`src/rtl/morra_pkg.sv`:
```
// Shared types for the morra_cinese_param referee.
//   move_t   : 2-bit player move coding (NONE, ROCK, PAPER, SCISSORS)
//   result_t : per-round result coding (VOID, P1_WIN, P2_WIN, DRAW)
//   state_t  : referee FSM states (IDLE, PLAY, DONE)
//   beats()  : true when move a defeats move b
package morra_pkg;

  typedef enum logic [1:0] {
    NONE     = 2'b00,
    ROCK     = 2'b01,
    PAPER    = 2'b10,
    SCISSORS = 2'b11
  } move_t;

  typedef enum logic [1:0] {
    VOID   = 2'b00,
    P1_WIN = 2'b01,
    P2_WIN = 2'b10,
    DRAW   = 2'b11
  } result_t;

  typedef enum logic [1:0] {
    IDLE = 2'b00,
    PLAY = 2'b01,
    DONE = 2'b10
  } state_t;

  function automatic logic beats(input move_t a, input move_t b);
    return ((a == ROCK)     && (b == SCISSORS)) ||
           ((a == PAPER)    && (b == ROCK))     ||
           ((a == SCISSORS) && (b == PAPER));
  endfunction

endpackage

```
`src/rtl/morra_round_judge.sv`:
```
// Combinational judge for a single round.
// Optional feature macro: MORRA_NO_REPEAT_EN (previous winner may not repeat its winning move).
// Ports:
//   p1_i, p2_i      : player moves
//   prev_winner_i   : winner of the previous counted round (VOID when none/draw)
//   prev_move_i     : move the previous winner won with
//   result_o        : VOID, P1_WIN, P2_WIN or DRAW
module morra_round_judge
  import morra_pkg::*;
(
  input  move_t   p1_i,
  input  move_t   p2_i,
  input  result_t prev_winner_i,
  input  move_t   prev_move_i,
  output result_t result_o
);

  logic repeat_void;

`ifdef MORRA_NO_REPEAT_EN
  assign repeat_void = ((prev_winner_i == P1_WIN) && (p1_i == prev_move_i)) ||
                       ((prev_winner_i == P2_WIN) && (p2_i == prev_move_i));
`else
  logic unused_prev;
  assign unused_prev = ^{prev_winner_i, prev_move_i};
  assign repeat_void = 1'b0;
`endif

  always_comb begin
    result_o = VOID;
    if ((p1_i == NONE) || (p2_i == NONE) || repeat_void) begin
      result_o = VOID;
    end else if (p1_i == p2_i) begin
      result_o = DRAW;
    end else if (beats(p1_i, p2_i)) begin
      result_o = P1_WIN;
    end else begin
      result_o = P2_WIN;
    end
  end

endmodule

```
`src/rtl/morra_cinese_param.sv`:
```
// Parametrised two-player rock-paper-scissors referee.
// Optional feature macro: MORRA_NO_REPEAT_EN (see morra_round_judge).
// Ports:
//   clk, RST (async, active-high)
//   START       : start/restart; {P1,P2} give a 0..15 length extension
//   MOVE_VALID  : P1/P2 carry a round (PLAY only)
//   P1, P2      : moves
//   ROUND       : last round result; ROUND_VALID pulses when it updates
//   GAME        : game result (00 while in progress)
//   BUSY        : high in PLAY
//   PLAYED      : counted (non-void) rounds
//   ADV         : signed P1 wins minus P2 wins
module morra_cinese_param
  import morra_pkg::*;
#(
  parameter int unsigned MIN_ROUNDS = 4,
  parameter int unsigned WIN_MARGIN = 2,
  localparam int unsigned CNT_W     = $clog2(MIN_ROUNDS + 16)
) (
  input  logic               clk,
  input  logic               RST,
  input  logic               START,
  input  logic               MOVE_VALID,
  input  logic [1:0]         P1,
  input  logic [1:0]         P2,
  output logic [1:0]         ROUND,
  output logic               ROUND_VALID,
  output logic [1:0]         GAME,
  output logic               BUSY,
  output logic [CNT_W-1:0]   PLAYED,
  output logic [CNT_W:0]     ADV
);

  localparam logic signed [CNT_W:0] AdvOne = (CNT_W + 1)'(1);

  state_t                  state_q, state_d;
  logic [CNT_W-1:0]        to_play_q, to_play_d;
  logic [CNT_W-1:0]        played_q, played_d;
  logic signed [CNT_W:0]   adv_q, adv_d;
  logic [CNT_W:0]          adv_mag;
  result_t                 round_q, round_d;
  logic                    round_valid_q, round_valid_d;
  logic [1:0]              game_q, game_d;
  result_t                 prev_win_q, prev_win_d;
  move_t                   prev_move_q, prev_move_d;
  result_t                 judge_res;

  morra_round_judge u_judge (
    .p1_i          (move_t'(P1)),
    .p2_i          (move_t'(P2)),
    .prev_winner_i (prev_win_q),
    .prev_move_i   (prev_move_q),
    .result_o      (judge_res)
  );

  always_comb begin
    state_d       = state_q;
    to_play_d     = to_play_q;
    played_d      = played_q;
    adv_d         = adv_q;
    round_d       = round_q;
    round_valid_d = 1'b0;
    game_d        = game_q;
    prev_win_d    = prev_win_q;
    prev_move_d   = prev_move_q;
    adv_mag       = '0;

    if (START) begin
      to_play_d   = CNT_W'(MIN_ROUNDS) + CNT_W'({P1, P2});
      played_d    = '0;
      adv_d       = '0;
      round_d     = VOID;
      game_d      = 2'b00;
      prev_win_d  = VOID;
      prev_move_d = NONE;
      state_d     = PLAY;
    end else if ((state_q == PLAY) && MOVE_VALID) begin
      round_d       = judge_res;
      round_valid_d = 1'b1;
      unique case (judge_res)
        P1_WIN: begin
          played_d    = played_q + 1'b1;
          adv_d       = adv_q + AdvOne;
          prev_win_d  = P1_WIN;
          prev_move_d = move_t'(P1);
        end
        P2_WIN: begin
          played_d    = played_q + 1'b1;
          adv_d       = adv_q - AdvOne;
          prev_win_d  = P2_WIN;
          prev_move_d = move_t'(P2);
        end
        DRAW: begin
          played_d    = played_q + 1'b1;
          prev_win_d  = VOID;
          prev_move_d = NONE;
        end
        default: ;
      endcase

      // End check looks at the values being written on this same edge.
      adv_mag = adv_d[CNT_W] ? $unsigned(-adv_d) : $unsigned(adv_d);
      if ((played_d >= CNT_W'(MIN_ROUNDS)) &&
          ((adv_mag >= (CNT_W + 1)'(WIN_MARGIN)) || (played_d == to_play_q))) begin
        state_d = DONE;
        if (adv_d[CNT_W])     game_d = 2'b10;
        else if (adv_d == '0) game_d = 2'b11;
        else                  game_d = 2'b01;
      end
    end
  end

  always_ff @(posedge clk or posedge RST) begin
    if (RST) begin
      state_q       <= IDLE;
      to_play_q     <= '0;
      played_q      <= '0;
      adv_q         <= '0;
      round_q       <= VOID;
      round_valid_q <= 1'b0;
      game_q        <= 2'b00;
      prev_win_q    <= VOID;
      prev_move_q   <= NONE;
    end else begin
      state_q       <= state_d;
      to_play_q     <= to_play_d;
      played_q      <= played_d;
      adv_q         <= adv_d;
      round_q       <= round_d;
      round_valid_q <= round_valid_d;
      game_q        <= game_d;
      prev_win_q    <= prev_win_d;
      prev_move_q   <= prev_move_d;
    end
  end

  assign ROUND       = round_q;
  assign ROUND_VALID = round_valid_q;
  assign GAME        = game_q;
  assign BUSY        = (state_q == PLAY);
  assign PLAYED      = played_q;
  assign ADV         = adv_q;

endmodule

```
`config.mk`:
```
export PLATFORM = sky130hd
export DESIGN_NAME = morra_cinese_param
export DESIGN_NICKNAME = d
export VERILOG_FILES = /design/src/rtl/morra_pkg.sv /design/src/rtl/morra_round_judge.sv /design/src/rtl/morra_cinese_param.sv
export SDC_FILE = /design/constraint.sdc
export NUM_CORES = 1
export LEC_CHECK = 0
export CELL_PAD_IN_SITES_DETAIL_PLACEMENT = 1
export CELL_PAD_IN_SITES_GLOBAL_PLACEMENT = 2
export CORE_MARGIN = 2
export CORE_UTILIZATION = 30
export DETAILED_ROUTE_END_ITERATION = 10
export PLACE_DENSITY = 0.82
export SYNTH_ARGS = -nofsm -noshare
export SYNTH_HDL_FRONTEND = slang
export SYNTH_HIERARCHICAL = 1
export SYNTH_SLANG_ARGS = --single-unit
```
`constraint.sdc`:
```
create_clock -name clk -period 2.7 [get_ports clk]
set_clock_uncertainty 0.2 [all_clocks]
set_input_delay 0.27 -clock clk [delete_from_list [all_inputs] [get_ports clk]]
set_output_delay 0.27 -clock clk [all_outputs]
set_load 0.01 [all_outputs]
```
### After elaboration in Yosys (flattened, before gate mapping)

Cells that the tools add are included.

* bits in registers: 23
* output and inout bits: 17

* add/subtract/negate cells: 5
* order comparisons: 2
* equal/unequal tests: 12
* multiplexer cells: 26
* reduce and logical (&&, ||, !) cells: 16

Operators by type and width (count)
* 6-bit two-way mux: 5
* 2-bit two-way mux: 13
* 5-bit two-way mux: 5
* 2-bit equality test (second input constant): 6
* 6-bit case mux with 2 select lines: 1
* 2-bit by 1-bit equality test with 1-bit output (second input constant): 4
* 6-bit by 2-bit adder with 6-bit output (second input constant): 1
* 6-bit by 2-bit greater-or-equal comparator with 1-bit output (second input constant): 1
* 6-bit logical NOT: 1
* 6-bit negation: 1
* 6-bit by 2-bit subtractor with 6-bit output (second input constant): 1
* 3-bit by 4-bit adder with 5-bit output (first input constant): 1
* 5-bit by 1-bit adder with 5-bit output (second input constant): 1
* 5-bit equality test: 1
* 5-bit by 3-bit greater-or-equal comparator with 1-bit output (second input constant): 1
* 1-bit logical AND: 5
* 2-bit logical NOT: 2
* 1-bit logical OR: 4
* 2-bit nonzero test: 2
* 3-bit OR reduction: 1
* 2-bit equality test: 1
* 1-bit two-way mux: 2
* 2-bit AND reduction: 1

### Logic depth before layout (Yosys ltp)

Gate-level depths: netlist of run 1.

* depth after elaboration: 19
* mapped depth: 15
* gate-level depth less buffers: 14

### Hierarchy

Netlist of run 1, hierarchy kept.

Modules (own cells, without submodules)
* morra_cinese_param: times used 1, cells each 209, area each 1854.3 sq um, sequential area each 675.6 sq um
* morra_round_judge: times used 1, cells each 8, area each 60.1 sq um, sequential area each 0.0 sq um

### Least setup slack after synthesis of run 1

OpenSTA, ideal clock, no wires.

* kind: input port to flip-flop
* start: input port P1[1]
* end: register game_q[0], in the netlist GAME[0]
* library setup time: 0.078 ns
* data arrival time: 2.975 ns
* data required time: 2.422 ns
* slack: -0.554 ns
* cell stages on the path: 15
* buffers on the path: 1
* cells stage by stage: nor2b_1 > o221ai_1 > inv_1 > ha_1 > clkbuf_1 > xor2_1 > ha_1 > mux2i_1 > ha_1 > xnor2_1 > xnor2_1 > nor2_1 > nand2_1 > or3_1 > a21oi_1

* cells in the longest elaborated chain, start to end: 18

RTL lines
* from (decl): line morra_cinese_param.sv:24 `input logic [1:0] P1,`
* 2-bit by 1-bit equality test with 1-bit output or 2-bit equality test (tied branches): line morra_pkg.sv:29, morra_pkg.sv:30
* 1-bit logical AND (on tied branches): line morra_pkg.sv:29, morra_pkg.sv:30
* 1-bit logical OR: line morra_pkg.sv:29 `return ((a == ROCK) && (b == SCISSORS)) ||`
* 1-bit logical OR: line morra_pkg.sv:30 `((a == PAPER) && (b == ROCK)) ||`
* 2-bit two-way mux: line morra_round_judge.sv:35 `end else if (beats(p1_i, p2_i)) begin`
* 2-bit two-way mux: line morra_round_judge.sv:33 `end else if (p1_i == p2_i) begin`
* 2-bit two-way mux (*): line morra_round_judge.sv:31 `if ((p1_i == NONE) || (p2_i == NONE) || repeat_void) begin`
* via judge_res[0]: line morra_cinese_param.sv:46 `result_t judge_res;`
* [... 3 more ...]
* 6-bit two-way mux: line morra_cinese_param.sv:68 `if (START) begin`
* 6-bit negation: line morra_cinese_param.sv:102 `adv_mag = adv_d[CNT_W] ? $unsigned(-adv_d) : $unsigned(adv_d);`
* 6-bit two-way mux: line morra_cinese_param.sv:102
* 6-bit by 2-bit greater-or-equal comparator with 1-bit output: line morra_cinese_param.sv:104 `((adv_mag >= (CNT_W + 1)'(WIN_MARGIN)) || (played_d == to_play_q))) begin`
* 1-bit logical OR: line morra_cinese_param.sv:104
* 1-bit logical AND: line morra_cinese_param.sv:103 `if ((played_d >= CNT_W'(MIN_ROUNDS)) &&`
* 2-bit nonzero test (no line)
* 2-bit AND reduction (no line)
* to (signal assigned): line morra_cinese_param.sv:131 `game_q <= game_d;`
* to (decl): line morra_cinese_param.sv:43 `logic [1:0] game_q, game_d;`

The timed path passes the listed nets; every way through them passes the cells marked *. The select of a mux whose other input is x is not followed.
A chain may end at the register's enable or synchronous reset.

### Worst setup path after layout of run 1

* start: input port P2[0]
* end: register game_q[0], in the netlist GAME[0]

* cells in the longest elaborated chain, start to end: 18

RTL lines
* from (decl): line morra_cinese_param.sv:25 `input logic [1:0] P2,`
* 2-bit equality test or 2-bit by 1-bit equality test with 1-bit output (tied branches): line morra_pkg.sv:29, morra_pkg.sv:30
* 1-bit logical AND (on tied branches): line morra_pkg.sv:29, morra_pkg.sv:30
* 1-bit logical OR: line morra_pkg.sv:29
* 1-bit logical OR: line morra_pkg.sv:30
* 2-bit two-way mux: line morra_round_judge.sv:35
* 2-bit two-way mux: line morra_round_judge.sv:33
* 2-bit two-way mux (*): line morra_round_judge.sv:31
* via judge_res[0]: line morra_cinese_param.sv:46
* [... 3 more ...]
* 6-bit two-way mux: line morra_cinese_param.sv:68
* 6-bit negation: line morra_cinese_param.sv:102
* 6-bit two-way mux: line morra_cinese_param.sv:102
* 6-bit by 2-bit greater-or-equal comparator with 1-bit output: line morra_cinese_param.sv:104
* 1-bit logical OR: line morra_cinese_param.sv:104
* 1-bit logical AND: line morra_cinese_param.sv:103
* 2-bit nonzero test (no line)
* 2-bit AND reduction (no line)

Marks and branches as above.

==> summary.md, run 1 <==
| Metric | Value |
|---|---|
| First-pass GRT wire length | 8540 um |
| P_leak | 1.12 nW |
| Worst-path clk slew | 100 ps |
| Max Freq | about 360 MHz |
| DP Area | 0.00235 sq mm |
| Residual DRC | 0 |
| CTS tree | done |
| Hpwl dp | 3700 um |
| Sequential Power Share | 0.314 |
| Yosys warning total | 6 |
| Hold path startpoint | P1[0] |
| Switch Pwr | ~0.44 mW |
| Critical Path Start | P2[0] |
| Std-Cell Rows | 27 |
| CTS HTree Levels | 1 |
| Area Overhead vs Synth | 56.5% |
| Sw Ratio | 0.358 |
| Crit-path max cell delay | roughly 380 ps |
| Cell Count, Final, Fillers Out | 331 |
| WP data required | 2710 ps |
| RSZ-0062 raised after global routing | true |
| Reg-to-reg slack, setup | 50 ps |
| Worst setup path class | in2reg |
| Pint | 0.786 mW |
| Avg Cell Area, Syn | 8.78 sq um |
| Most used cell, CP | ha_4 |
| Layout cell share with drive strength beyond 1 | 0.363 |
| Total clock sinks | 23 |
| Worst skew pair latency | about 270 ps |
| 1st-pass router iterations | 4 |
| Least-Margin Pin Slew | 508 ps |
| Hold Path Class | in2reg |
| Slew headroom | 0.660 |
| Critical Path End Type | flop |
| Die height | 79.7 um |
| Combinational share of power | 0.499 |
| Worst path buffer plus inverter count | 5 |
| CTS buffer count | 3 |
| Outcome | finished, violations left |
| Fin nets | 276 |
| Max_cap viols | 0 |
| # setup viols final | 4 |
| GP Congestion | 0.747 |
| Hold depth | 3 |
| CP Launch Type | input pin |
| Iter 0 DRT Violations | ~70 |
| Core Region | 0.00551 sq mm |
| Port Buf Inserts | 24 |
| CTS Root Cell | clkbuf_8 |
| Gr ovfl total | 0 |
| DR vias/cell | around 5.1 |
| Final Hold Vio Count | 0 |
| Syn_nets | 212 |
| Total power | 1.23 mW |
| Slowest cell on crit path | or3_4 |
| Final min period | 2760 ps |
| Setup ws final | -63.5 ps |
| DP Cell Count | 318 |
| Period utilization | 1.02 |
| Top cell family by delay on the critical path | adder cells |
| Clk network pwr share | 0.187 |
| Crit Path Max Fanout | 3 |
| Hold EP | to_play_q[2] |
| PD cells | ~460 mW/mm^2 |
| GRT Total Usage | 0.170 |
| Critical path arrival | 2770 ps |
| Mapped Area | 0.00172 sq mm |
| R2R cell count | 11 |
| Post-DR wirelength/cell | 16.1 um |
| DIE WIDTH | about 80 um |
| Total vias in the final route | 1673 |
| Worst reg2reg startpoint | ADV[1] |
| Vias in the first global route | 1720 |
| Critical path, cell by cell | buf_8 -> buf_6 -> o221ai_4 -> inv_4 -> ha_4 -> xor2_4 -> ha_4 -> mux2i_4 -> buf_6 -> inv_2 -> ha_4 -> a41oi_4 -> nand3_1 -> or3_4 -> a21oi_2 |
| Post-DRT Antenna Nets | 0 |
| Die ar. | 0.00636 sq mm |
| Starting Density | 0.312 |
| Pin count of the biggest net entering global routing | 24 |
| Antenna violations before repair | 0 |
| Failing checks | setup timing |
| WL final | 5330 um |
| Buffer depth of the longest clock path | 2 |
| Fin area | 0.00269 sq mm |
| Setup WS pre-CTS | -892 ps |
| Antenna cell count | 0 |
| Peak supply drop | between 0.3 and 0.4 mV |
| IO Pins | 25 |
| R2r endpoint | GAME[0] |
| Synthesized instance count | ~200 |
| Max Slew Vio Count | 0 |
## flip-flops by register name (all words and copies together) (netlist names)
name	flops
to_play_q	5
ADV	6
state_q	2
ROUND	2
ROUND_VALID	1
PLAYED	5
GAME	2
## per-layer routing
layer / share of wire / track usage / vias up / wire (um)
met4: 0.0054 / 0.0259 / 0 / 29
met3: 0.016 / 0.0170 / 2 / 84
met1: 0.47 / 0.249 / 837 / 2510
met2: 0.51 / 0.276 / 22 / 2700
li1: - / - / 812 / -
met5: 0 / 0 / - / 0
## area by class of cell
| type | count | area, sq um |
|---|---|---|
| Clock buffer | 3 | 41.3 |
| Clock inverter | 1 | 5.00 |
| Fill cell | 635 | 2810 |
| Inverter | 13 | 51.3 |
| Multi-Input combinational cell | 148 | 1310 |
| Sequential cell | 23 | 576 |
| Tap cell | 72 | 90.1 |
| Timing Repair Buffer | 71 | 621 |
## placed cells by master (no fill, tap or decap), types with 2 or more instances in the layout
| cell type | count |
|---|---|
| buf_4 | 42 |
| dfrtp_1 | 23 |
| clkdlybuf4s50_1 | 20 |
| nor2_1 | 17 |
| nand2_1 | 16 |
| a21oi_1 | 11 |
| inv_1 | 10 |
| xnor2_1 | 9 |
| xor2_1 | 9 |
| buf_6 | 8 |
| nand3_1 | 6 |
| ha_4 | 5 |
| nand4b_1 | 4 |
| o21ai_1 | 4 |
| mux2_2 | 4 |
| nand2b_1 | 3 |
| a21oi_2 | 3 |
| or3_1 | 3 |
| ha_1 | 3 |
| clkbuf_8 | 3 |
| nor2b_1 | 2 |
| nor3_1 | 2 |
| a311o_1 | 2 |
| a21o_1 | 2 |
| nand4_1 | 2 |
| a211oi_1 | 2 |
| nand2_2 | 2 |
| inv_2 | 2 |
| nand2_4 | 2 |
| nor2b_4 | 2 |
| nand4bb_4 | 2 |
| o221ai_4 | 2 |
## through the flow
step | setup TNS [ps] | hold slack, ps | utilization
after CTS | -299 | 105 | 0.449
after floorplan | -720 | 71.9 | -
after global placement | -4510 | 302 | 0.427
final | -117 | 123 | 0.489
after global routing | -581 | 138 | 0.489
after detailed placement | -5350 | 298 | 0.427
## worst reg2reg max path, stage by stage (launching register included)
cell,delay (ps)
dfrtp_1,430
buf_4,200
xor2_4,190
ha_4,230
mux2i_4,190
buf_6,140
inv_2,40
ha_4,150
a41oi_4,190
nand3_1,100
or3_4,380
a21oi_2,140
## what timing repair did
item | 4_1_cts | 5_1_grt
resized for setup | 30 | 34
pin swaps | 14 | 20
endpoints found under the setup margin | 8 | 4
setup buffers | 4 | 5
hold buffers | 0 | 0
## power by group through the flow
stage,Combinational (mW),Sequential [mW],Clock [mW]
final,0.611,0.385,0.229
after global routing,0.668,0.389,0.256
after CTS,0.509,0.384,0.238
after detailed placement,0.475,0.391,0
after global placement,0.463,0.391,0
after floorplan,0.285,0.396,0
## worst max path at each step
stage,endpoint,slack (ps),cells past startpoint
after global routing,GAME[0],-180,15
after floorplan,GAME[0],-230,15
after detailed placement,GAME[0],-890,15
after CTS,GAME[0],-110,15
final,GAME[0],-60,15
after global placement,GAME[0],-780,14
Power figures use the tool's default switching activity.
==> run 2, diff against run 1 <==
--- a/config.mk
+++ b/config.mk
@@ -8,9 +8,9 @@
 export CELL_PAD_IN_SITES_DETAIL_PLACEMENT = 1
 export CELL_PAD_IN_SITES_GLOBAL_PLACEMENT = 2
 export CORE_MARGIN = 2
-export CORE_UTILIZATION = 30
+export CORE_UTILIZATION = 34
 export DETAILED_ROUTE_END_ITERATION = 10
-export PLACE_DENSITY = 0.82
+export PLACE_DENSITY = 0.87
 export SYNTH_ARGS = -nofsm -noshare
 export SYNTH_HDL_FRONTEND = slang
 export SYNTH_HIERARCHICAL = 1
==> constraint.sdc (replaced) <==
create_clock -name clk -period 2.6 [get_ports clk]
set_clock_uncertainty 0.2 [all_clocks]
set_input_delay 0.26 -clock clk [delete_from_list [all_inputs] [get_ports clk]]
set_output_delay 0.26 -clock clk [all_outputs]
set_load 0.01 [all_outputs]
==> summary.md, run 2 (synthesis results as in run 1) <==
| Metric | Value |
|---|---|
| Outcome | finished, violations left |
| Failing checks | setup timing |
| Cell Count, Final, Fillers Out | between 300 and 400 |
| Worst-path clk slew | 100 ps |
| Crit Path Max Fanout | 5 |
| IO Pins | 25 |
| Worst path buffer plus inverter count | 4 |
| WP data required | 2610 ps |
| Critical path arrival | 2800 ps |
| Residual DRC | 0 |
| Final setup TNS | -643 ps |
| Slew headroom | 0.579 |
| Final core occ | 0.563 |
| Fill cells | 530 |
| Antenna cell count | 0 |
| # hold bufs at CTS | 0 |
| Core Region | 0.00479 sq mm |
| Most used cell, CP | ha_4 |
| Max_cap viols | 0 |
| Footprint of the multi-input gates | roughly 0.0013 sq mm |
| Register Area | 576 sq um |
| Top cell family by delay on the critical path | simple AND/OR/NAND/NOR gates |
| Hold EP | to_play_q[1] |
| CTS buffer count | 3 |
| Hold depth | 2 |
| WL final | 6180 um |
| # setup viols final | 4 |
| CP Launch Type | input pin |
| Pin count of the biggest net entering global routing | 24 |
| Starting Density | 0.359 |
| Crit-path max cell delay | roughly 380 ps |
| Die height | 75.1 um |
| Hold Path Class | in2reg |
| PD cells | roughly 490 mW/mm^2 |
| CTS tree | done |
| Max Slew Vio Count | 0 |
| Total power | between 1 and 1.5 mW |
| GRT Total Usage | 0.208 |
| Final min period | 2800 ps |
| Max Freq | 357 MHz |
| Total clock sinks | 23 |
| Final Hold Vio Count | 0 |
| Period utilization | 1.08 |
| First-pass GRT wire length | 8890 um |
| RSZ-0062 raised after global routing | true |
| Die ar. | 0.00565 sq mm |
| Worst setup path class | in2reg |
| Slowest cell on crit path | or3_1 |
| DP Area | 0.00235 sq mm |
| Post-DR wirelength/cell | 18.9 um |
| 1st-pass router iterations | 4 |
| Antenna violations before repair | 0 |
| R2r endpoint | GAME[0] |
| DP Cell Count | 313 |
| Post-DRT Antenna Nets | 0 |
| Vias in the first global route | ~1800 |
| Total vias in the final route | 1740 |
| Gr ovfl total | 0 |
| Worst skew pair latency | 280 ps |
| Most common cell after layout, fill and taps aside | buf_4 |
| Least-Margin Pin Slew | 630 ps |
| Critical path, cell by cell | buf_12 -> buf_6 -> nand4bb_4 -> o221ai_4 -> ha_4 -> xor2_4 -> ha_4 -> mux2i_4 -> buf_6 -> inv_4 -> ha_4 -> a41oi_4 -> nand3_1 -> or3_1 -> a21oi_2 |
| Max reg flops | 6 |
| P_leak | 1.12 nW |
| Critical Path End Type | flop |
| GP Congestion | 0.790 |
| Layout cell share with drive strength beyond 1 | 0.369 |
| Hold path startpoint | P2[1] |
| Commonest non-fill, non-tap cells in the layout | buf_4, dfrtp_1, clkdlybuf4s50_1 |
| Fin nets | 277 |
| Iter 0 DRT Violations | 96 |
| Area Overhead vs Synth | 56.7% |
| Hpwl dp | 3750 um |
| Peak supply drop | 0.310 mV |
| Port Buf Inserts | 24 |
| Worst reg2reg startpoint | ADV[1] |
| CTS HTree Levels | 1 |
| DR vias/cell | 5.32 |
| Std-Cell Rows | 25 |
| R2R cell count | 11 |
| CTS Root Cell | clkbuf_8 |
| Reg-to-reg slack, setup | -70 ps |
| Fin area | between 0.002 and 0.003 sq mm |
| DIE WIDTH | 75.1 um |
| Setup ws final | -197 ps |
| Buffer depth of the longest clock path | 2 |
==> run 2: worst register-to-register path, delay by kind of cell, from the launching register on <==
family	cells	cell delay, ps
AOI/OAI and AO/OA	2	320
xor gates and xnor gates	1	160
adders and majority gates	2	400
buffers and inverters	3	370
DFF	1	430
muxes	1	220
and+or+nand+nor	2	500
==> run 2: repair_timing <==
item,CTS,global route
pin swaps,15,15
setup endpoints to repair,8,5
cloned,0,0
buffers inserted,5,6
resized for setup,33,28
==> run 2: metal layers <==
metal | vias to the layer above | track usage | routed length (um)
li1 | 821 | - | -
met1 | 872 | 0.262 | 2660
met4 | 0 | 0.0370 | 44
met3 | 6 | 0.0321 | 209
met5 | - | 0 | 0
met2 | 41 | 0.378 | 3270
==> run 2: final cells by class <==
cell class,count,area share
multi-input combinational,148,0.486
timing repair buffer,72,0.232
sequential,23,0.213
tap,67,0.0311
inverter,13,0.0190
clock buffer,3,0.0153
clock inverter,1,0.00278
==> run 2: stage by stage <==
| step | hold WS [ps] | worst slack (ps) |
|---|---|---|
| 3_5_place_dp | 306 | -957 |
| 4_1_cts | 86.2 | -169 |
| 2_1_floorplan | 61.9 | -322 |
| 6_report | 81.1 | -197 |
| 5_1_grt | 81.9 | -291 |
| 3_3_place_gp | 297 | -848 |
==> run 2: report_power, final <==
part | internal, mW | leakage (nW) | switching [mW] | total [mW]
Combinational | 0.333 | 0.795 | 0.326 | 0.659
Clock | 0.109 | 0.0217 | 0.141 | 0.250
Sequential | 0.379 | 0.301 | 0.0225 | 0.401
==> run 2: worst max path at each step <==
stage	startpoint	endpoint	slack, ps	cells after the start
after floorplan	P1[1]	GAME[0]	-320	15
after global routing	P1[1]	GAME[1]	-290	15
final	P1[1]	GAME[0]	-200	15
after CTS	P1[1]	GAME[0]	-170	15
after global placement	P2[1]	GAME[1]	-850	14
after detailed placement	P2[0]	GAME[0]	-960	15
